==> src/rtl/fetch_pc_ctrl.sv <==
// Fetch-stage program counter and redirect controller: increment, stall, deferred redirect, halt.
// Optional misaligned-redirect trap is enabled by defining FETCH_ALIGN_CHECK_EN.
module fetch_pc_ctrl #(
   parameter int                  PC_WIDTH    = 16,
   parameter logic [PC_WIDTH-1:0] RESET_PC    = '0,
   parameter int                  INSTR_BYTES = 2,
   parameter logic [PC_WIDTH-1:0] TRAP_VECTOR = PC_WIDTH'(2)
) (
   input  logic                clk,
   input  logic                rst_n,
   input  logic                PCSrc,
   input  logic [PC_WIDTH-1:0] Target,
   input  logic                Stall,
   input  logic                Halt,
   output logic [PC_WIDTH-1:0] PC,
   output logic [PC_WIDTH-1:0] PCPlus,
   output logic                InstrValid,
   output logic                Flush,
   output logic                Halted,
   output logic                Misaligned
);

   typedef enum logic {RUN = 1'b0, HALTED = 1'b1} state_t;

   state_t              state_q, state_d;
   logic [PC_WIDTH-1:0] pc_q, pc_d;
   logic                pend_valid_q, pend_valid_d;
   logic [PC_WIDTH-1:0] pend_target_q, pend_target_d;
   logic                flush_q, flush_d;
   logic                misal_q, misal_d;
   logic [PC_WIDTH-1:0] pc_plus;

   function automatic logic [PC_WIDTH-1:0] redirect_pc(input logic [PC_WIDTH-1:0] t);
`ifdef FETCH_ALIGN_CHECK_EN
      return t[0] ? TRAP_VECTOR : t;
`else
      return t & ~PC_WIDTH'(1);
`endif
   endfunction

   function automatic logic redirect_trap(input logic [PC_WIDTH-1:0] t);
`ifdef FETCH_ALIGN_CHECK_EN
      return t[0];
`else
      return 1'b0 & t[0];
`endif
   endfunction

   assign pc_plus = pc_q + PC_WIDTH'(INSTR_BYTES);

   // Priority: live redirect > deferred redirect > halt > stall > increment.
   always_comb begin
      state_d       = state_q;
      pc_d          = pc_q;
      pend_valid_d  = pend_valid_q;
      pend_target_d = pend_target_q;
      flush_d       = 1'b0;
      misal_d       = 1'b0;
      if (state_q == RUN) begin
         if (PCSrc && !Stall) begin
            pc_d         = redirect_pc(Target);
            misal_d      = redirect_trap(Target);
            flush_d      = 1'b1;
            pend_valid_d = 1'b0;
         end else if (PCSrc) begin
            pend_target_d = Target;
            pend_valid_d  = 1'b1;
         end else if (pend_valid_q && !Stall) begin
            pc_d         = redirect_pc(pend_target_q);
            misal_d      = redirect_trap(pend_target_q);
            flush_d      = 1'b1;
            pend_valid_d = 1'b0;
         end else if (Halt && !pend_valid_q) begin
            state_d = HALTED;
         end else if (!Stall) begin
            pc_d = pc_plus;
         end
      end
   end

   always_ff @(posedge clk) begin
      if (!rst_n) begin
         state_q      <= RUN;
         pc_q         <= RESET_PC;
         pend_valid_q <= 1'b0;
         flush_q      <= 1'b0;
         misal_q      <= 1'b0;
      end else begin
         state_q      <= state_d;
         pc_q         <= pc_d;
         pend_valid_q <= pend_valid_d;
         flush_q      <= flush_d;
         misal_q      <= misal_d;
      end
   end

   // Target holding register is only meaningful while pend_valid_q is set.
   always_ff @(posedge clk) begin
      pend_target_q <= pend_target_d;
   end

   assign PC         = pc_q;
   assign PCPlus     = pc_plus;
   assign InstrValid = (state_q == RUN) & ~Stall & ~pend_valid_q;
   assign Flush      = flush_q;
   assign Halted     = (state_q == HALTED);
   assign Misaligned = misal_q;

endmodule

==> config.mk <==
export PLATFORM = sky130hd
export DESIGN_NAME = fetch_pc_ctrl
export DESIGN_NICKNAME = d
export VERILOG_FILES = /design/src/rtl/fetch_pc_ctrl.sv
export SDC_FILE = /design/constraint.sdc
export NUM_CORES = 1
export LEC_CHECK = 0
export BUFFER_PORTS_ARGS = -buffer_cell sky130_fd_sc_hd__buf_2
export CAP_MARGIN = 25
export CORE_MARGIN = 1
export CORE_UTILIZATION = 46
export DETAILED_ROUTE_END_ITERATION = 10
export HOLD_SLACK_MARGIN = 0.15
export PLACE_DENSITY_LB_ADDON = 0.05
export RECOVER_POWER = 25
export SLEW_MARGIN = 15
export SYNTH_ARGS = -nofsm -noshare
export SYNTH_HDL_FRONTEND = slang
export SYNTH_SLANG_ARGS = --single-unit
==> constraint.sdc <==
create_clock -name clk -period 1.8 [get_ports clk]
set_clock_uncertainty 0.15 [all_clocks]
set_input_delay 0.18 -clock clk [delete_from_list [all_inputs] [get_ports clk]]
set_output_delay 0.18 -clock clk [all_outputs]
set_load 0.02 [all_outputs]
==> results list, run 1 <==
- STA puts the critical path data arrival time at 1.74 ns.
* Violations in the final reports: negative setup slack
- Site row count: 22
* Vias per std cell: 5.43
- The slowest stage of the critical path belongs to the cell sky130_fd_sc_hd__dfxtp_2.
- 57 I/O pins were placed.
- Remaining number of nets flagged by the antenna check after routing: 0
- Counting flops with a built-in enable in the synthesized netlist gives 15.
- The share of synthesized area in the top cell type comes to 0.248.
* Chip height: 64.8 microns
- Total number of clock tree sinks: 33
- Horizontal die dimension: 64.8 microns
- The floorplan step defined a die boundary enclosing 0.00420 sq mm.
- Warnings, synthesis: 0
- Cell area after placement: 0.00230 sq mm
- The total area inside the core boundary comes to 0.00372 sq mm.
- Post-layout minimum cycle time: 2.07 ns
* GRT Util Overall: 0.269
- Diode insertion count for antenna repair: 0
* Leading cell types by count after synthesis: 18 x sky130_fd_sc_hd__dfxtp_1, 18 x sky130_fd_sc_hd__nand2_1, 17 x sky130_fd_sc_hd__a21oi_1, 15 x sky130_fd_sc_hd__edfxtp_1, 10 x sky130_fd_sc_hd__nand3_1
- Input and output buffers added on the ports amount to 52.
- Leak Pwr: 0.00121 uW
* H-Tree Depth: 2
- Wires add up to 5230 microns.
- Of all flip-flops after synthesis, the portion carrying an async set or reset was 0.
* WS Path Type: register to output port
- Layout Area Growth over Synthesis: 50.8%
- Effective utilization at floorplan: 0.489
- The cell that appears most often on the critical path is sky130_fd_sc_hd__buf_6.
* Area of all placed cells without fillers: 0.00274 sq mm
* Largest net degree at the start of global routing: 20
- Register bit total from synthesis: 33
- Of the cells placed in the final design, the portion with a size suffix greater than 1 is 0.372.
* Unrepaired setup endpoints after global routing: yes
- The flow ran to the end, but the final reports show violations.
* F_max: 484 MHz
- Before antenna repair, the detailed router went through 4 iterations.
- Max-cap violations in this run came to 0.
- PD cells: 729 mW/mm^2
- Data on the critical path is required at its endpoint by 1.47 ns.
- The cell area that synthesis handed to floorplanning was 0.00182 sq mm.
- Critical-path maximum fanout: 4
- Cell depth of the worst flop-to-flop path: 6
- Initial antenna violation count: 0
- The number of pins with negative max-slew slack in the final report is 0.
- The final layout contains 314 nets.
- The tightest min-delay check is of the primary input to register type.
- In this run the deepest clock path goes through 2 buffers.
* Clock latency reported for the late side of the worst-skew pair: 0.29 ns
* Number of instances in the synthesized netlist: 197
- Number of buffers created by CTS: 5
- Per-cell routed wire length: 15.3 microns
- Via count: 1850
* Wire length of the first global-routing pass: 8600 microns
* Cells traversed along the worst timing path: buf_6 > nand4_1 > buf_6 > nor4_4 > xor2_2 > buf_6
- The count of endpoints failing hold in the final timing report is 0.
* Worst-path clk slew: 0.07 ns
* Library cell used as clock root buffer: sky130_fd_sc_hd__clkbuf_8
* Total gr overflow: 0
* Sequential share of the synthesized area: 0.446
* Type of element capturing the critical path: output port
* Most area-consuming cells after synthesis: sky130_fd_sc_hd__edfxtp_1 25%, sky130_fd_sc_hd__dfxtp_1 20%, sky130_fd_sc_hd__a21oi_1 4.7%, sky130_fd_sc_hd__nand2_1 3.7%, sky130_fd_sc_hd__o21a_1 3.3%
* Ratio of final minimum period to clock period: 1.15
- Average cell area after synthesis: 9.22 sq um
- Measured against its own limit, the worst slew margin works out to 0.575.
* DRC violations left: 0
- In this design, the stage delay of the slowest critical-path cell is 0.34 ns.
- Utilization after layout: 0.737
* Endpoints failing setup: 10
- Number of inserted filler cells in the final layout: 290
- The netlist uses 46 different library cells.
- Most frequently used flop master after synthesis: sky130_fd_sc_hd__dfxtp_1
- For the pin with the worst max-slew slack, the measured transition is 0.635 ns.
- Post-layout worst setup margin: -0.266 ns
* Weighted congestion reported at the end of routability-driven placement: 0.810
- The worst hold path passes through 2 cells.
- The via count of the first global-routing pass is 1872.
- Critical path startpoint category: register
* 1st-iter DRT viols: 122
* Placed wire-length estimate after detailed placement: 3560 microns
- Worst IR drop on VDD: 0.454 mV
* Cell type with the highest aggregate area in the netlist: sky130_fd_sc_hd__edfxtp_1
* CTS tree: done
-- metal layers --
metal  routed length [microns]  GRT usage  up-vias  part of all wire
li1                          -          -      907                 -
met1                      2300      0.353      866              0.44
met2                      2540      0.449       68              0.49
met3                       290     0.0493        9             0.055
met4                        94     0.0722        0             0.018
met5                         0          0        -                 0
-- critical path: cells and delay by family, from the launching register on --
family        cells  cell delay, ns
flops             1            0.34
simple gates      2            0.45
buf+inv           3            0.44
xor+xnor          1            0.21
-- sequential cells by signal (all words and copies together) (netlist names) --
register / count
PC: 15
Halted: 1
pend_target_q: 15
Flush: 1
pend_valid_q: 1
-- cells in the final DEF, fill, tap and decap left out, types with 4 or more instances in the layout --
cell type	count
sky130_fd_sc_hd__dfxtp_1	11
sky130_fd_sc_hd__and3_1	5
sky130_fd_sc_hd__clkbuf_1	14
sky130_fd_sc_hd__a21oi_1	17
sky130_fd_sc_hd__o21ai_1	8
sky130_fd_sc_hd__buf_6	8
sky130_fd_sc_hd__o21a_1	8
sky130_fd_sc_hd__buf_4	34
sky130_fd_sc_hd__dlygate4sd3_1	15
sky130_fd_sc_hd__nor2_1	7
sky130_fd_sc_hd__edfxtp_1	15
sky130_fd_sc_hd__nand3_1	9
sky130_fd_sc_hd__o21ai_0	6
sky130_fd_sc_hd__nand2_1	17
sky130_fd_sc_hd__clkbuf_8	5
sky130_fd_sc_hd__inv_1	6
sky130_fd_sc_hd__nor3_1	4
sky130_fd_sc_hd__nor4_4	4
sky130_fd_sc_hd__buf_2	30
sky130_fd_sc_hd__xnor2_1	5
sky130_fd_sc_hd__dfxtp_2	6
-- power by group --
part	leakage, uW	internal (uW)	switching [uW]
registers	0.000291	840	42.5
clock network	0.0000385	273	274
logic	0.000883	253	314
total	0.00121	1370	630
-- cells by family (layout without fill, tap and decap cells) --
kind of cell	after synthesis	in the layout	synth area share
fa+ha+maj	1	1	0.00689
xor+xnor	10	10	0.0482
simple gates	69	69	0.200
buf+inv	22	116	0.0709
mux	1	1	0.00551
flops	33	33	0.446
other cells	1	3	0.00206
compound gates	60	60	0.220
-- worst paths after layout --
check          from         end  slack [ns]
min           rst_n       PC[1]        0.17
max reg2reg   PC[2]      PC[10]       -0.05
max           PC[2]  PCPlus[12]       -0.27
min reg2reg  Halted       Flush        0.38
-- metrics by stage --
stage	worst slack [ns]	hold slack (ns)	total power, uW	std cells	setup TNS [ns]
2_1_floorplan	-0.00574	0.129	1210	199	-0.00574
3_5_place_dp	0.0312	0.224	1390	308	0
5_1_grt	-0.359	0.187	2080	341	-2.87
6_report	-0.266	0.172	2000	341	-1.65
4_1_cts	-0.220	0.159	1980	334	-1.70
3_3_place_gp	0.0515	0.223	1380	308	0
-- area by class of cell --
| class | instances | area, sq um | area share |
|---|---|---|---|
| flip-flops and latches | 33 | 822 | 0.300 |
| multi-input cells | 144 | 1010 | 0.370 |
| clock buffers | 7 | 76.3 | 0.0279 |
| inverters | 6 | 22.5 | 0.00822 |
| well taps | 48 | 60.1 | 0.0219 |
| clock inverters | 1 | 7.51 | 0.00274 |
| repair buffers | 102 | 736 | 0.269 |
-- repair_timing --
item                                   in CTS  in global routing
cloned                                      0                  0
endpoints found under the hold margin      22                  0
pin swaps                                   6                  6
resized for setup                          18                 13
setup endpoints to repair                  10                 14
hold buffers                               15                  0
setup buffers                               3                  7
Power figures use the tool's default switching activity.
==> run 2, diff against run 1 <==
- clock period: 1.8 -> 1.85 ns (I/O delays scaled with it)
==> run 2 against run 1 <==
The flow still finishes with violations (negative setup slack). Worst setup slack improved by 0.12 ns. Clock power down 5.1%. Sequential power decreased by 2.5%. Highest routed layer unchanged. Hold slack better by 0.019 ns. Final cell count is 1.8% higher. Critical path depth is the same.
==> results list, run 2 (same netlist as run 1, synthesis figures left out) <==
* Wire length of the first global-routing pass: 8110 microns
* Outcome: complete, but fails checks
* Library cell appearing most often on the critical path: sky130_fd_sc_hd__buf_4
- CTS tree: done
- The congestion estimate from routability-driven global placement came to 0.811.
* Core Footprint: 0.00372 sq mm
* Area of the die: 0.00420 sq mm
- The initial utilization of the core area, before any placement, comes to 0.489.
- Setup repair after global routing could not meet its margin everywhere.
* Total number of clock tree sinks: 33
- Static timing analysis puts the maximum clock frequency at 500 MHz.
- Overall power of the completed layout: 1940 uW
* Kind of path behind the tightest hold check: primary input to register
- The via count of the first global-routing pass was 1707.
- The total overflow left after global routing is 0.
* WS Path Type: register to output port
- Vias per std cell: 5.38
- Walking the worst path, the cells encountered are buf_6 > nand4_1 > buf_4 > nor4_4 > xor2_2 > buf_4.
- The layout has 259 filler cells.
- PD cells: 689 mW/mm^2
- Leading cell type in the layout, fill and taps excluded: sky130_fd_sc_hd__buf_4
- Leaving out fill and tap cells, the most frequent cells in the layout are 40 x sky130_fd_sc_hd__buf_4, 32 x sky130_fd_sc_hd__buf_2, 17 x sky130_fd_sc_hd__a21oi_1.
- Clock-pin slew was measured on the worst setup and hold paths at 0.07 ns.
- In the final layout, the share of cells above drive strength 1 is 0.401.
* GRT Util Overall: 0.255
* Post-layout worst setup margin: -0.148 ns
- At the worst endpoint, the required time is 1.51 ns.
* Violations in the final reports: negative setup slack
* CP delay by family, top: buffers and inverters
* Worst IR drop on VDD: 0.465 mV
- 57 I/O pins were placed.
- The tool flagged a number of max-cap violations equal to 0.
- Including well taps, the total number of placed cells is 312.
- Number of buffers between clock root and the deepest sink: 2
- Entering global routing, the biggest net connects 20 pins.
- Counting both buffers and inverters, the worst setup path holds a total of 3.
- Diode insertion count for antenna repair: 0
- Initial antenna violation count: 0
* Post-layout nets: 320
- Remaining number of nets flagged by the antenna check after routing: 0
- In this run the tightest slew margin relative to its limit is 0.658.
- Setup violations remaining at the end of the flow were counted as 8.
* Number of cells in the finished layout apart from fillers: 347
- Relative to the synthesized area, the layout overhead comes to 55.2%.
- DRC violations left: 0
- Post-Route WL: 5360 microns
- H-Tree Depth: 2
* Via count: 1867
* Number of input and output port buffers inserted: 52
- The clock reaches the later pin of the worst-skew pair after 0.28 ns.
- Ratio of final minimum period to clock period: 1.08
* Area of all placed cells without fillers: 0.00282 sq mm
- In this run the horizontal extent of the chip is 64.8 microns.
- Power dissipated by switching net loads: 606 uW
- Cell area after placement: 0.00231 sq mm
* Count of pins over their slew limit: 0
- After layout, the minimum clock period comes to 2.00 ns.
- Chip height: 64.8 microns
* Placed wire-length estimate after detailed placement: 3600 microns
- The tree is rooted in a sky130_fd_sc_hd__clkbuf_8.
- Count of final hold-check violations: 0
* Sw Share: 0.312
- On the worst path, the slowest cell contributes a delay of 0.36 ns.
- For the pin with the worst max-slew slack, the measured transition is 0.513 ns.
- Critical Path AT: 1.66 ns
- Internal power: 1340 uW
- After the first detailed-routing iteration, the DRC count stood at 156.
- Buffers inserted during clock tree synthesis total 5.
- Site row count: 22
* Per-cell routed wire length: 15.5 microns
- Comb pwr share: 0.289
- Prior to clock tree synthesis, the placed netlist has a worst setup slack of 0.0422 ns.
* Critical-path cell with the highest stage delay: sky130_fd_sc_hd__dfxtp_4
- Setup TNS: -0.696 ns
* Power share of the clock group: 0.267
- Before antenna repair, the detailed router went through 4 iterations.
* Critical path startpoint category: register
- Type of element capturing the critical path: output port
- Relative contribution of sequential cells to total power: 0.444
- Critical-path maximum fanout: 3
- Leak Pwr: 0.00126 uW
-- run 2: metal layers --
metal	share of wire	GRT usage	wire [microns]	up-vias
met3	0.047	0.0405	254	6
met2	0.50	0.432	2700	64
met4	0.011	0.0806	57	0
met5	0	0	0	-
met1	0.44	0.328	2360	873
li1	-	-	-	924
-- run 2: worst reg2reg max path, stage by stage, from the launching register on --
cell	delay, ns
sky130_fd_sc_hd__dfxtp_4	0.36
sky130_fd_sc_hd__buf_6	0.09
sky130_fd_sc_hd__nand4_1	0.18
sky130_fd_sc_hd__or3_4	0.41
sky130_fd_sc_hd__buf_6	0.13
sky130_fd_sc_hd__o311a_1	0.28
sky130_fd_sc_hd__o22ai_1	0.17
-- run 2: area by class of cell --
type / count / area [sq um] / area share
Clock buffer: 8 / 80.1 / 0.0284
Inverter: 6 / 22.5 / 0.00799
Multi-Input combinational cell: 144 / 1060 / 0.377
Sequential cell: 33 / 831 / 0.295
Tap cell: 48 / 60.1 / 0.0213
Timing Repair Buffer: 108 / 763 / 0.271
-- run 2: repair_timing --
action                                 in CTS  in global routing
gates resized for setup                    31                 19
endpoints found under the hold margin      23                  0
setup endpoints to repair                   9                 12
buffers inserted                            9                  2
hold buffers                               16                  0
pin swaps                                   5                 13
-- run 2: power by group through the flow --
stage               combinational (uW)  clock (uW)  sequential, uW
finish                             561         519             861
global route                       602         556             866
CTS                                543         517             860
detailed placement                 485           0             869
global placement                   475           0             865
floorplan                          260           0             918
-- run 2: worst paths after layout --
kind / slack, ns / depth (start not counted) / start / endpoint
hold / removal: 0.19 / 3 / rst_n / PC[5]
setup reg to reg: 0.02 / 6 / PC[1] / PC[10]
setup / recovery: -0.15 / 6 / PC[1] / PCPlus[14]
hold reg to reg: 0.36 / 2 / PC[10] / PC[10]
-- run 2: through the flow --
stage | hold WS (ns) | utilization
2_1_floorplan | 0.134 | -
5_1_grt | 0.205 | 0.759
6_report | 0.190 | 0.759
3_3_place_gp | 0.228 | 0.623
4_1_cts | 0.183 | 0.739
3_5_place_dp | 0.230 | 0.623
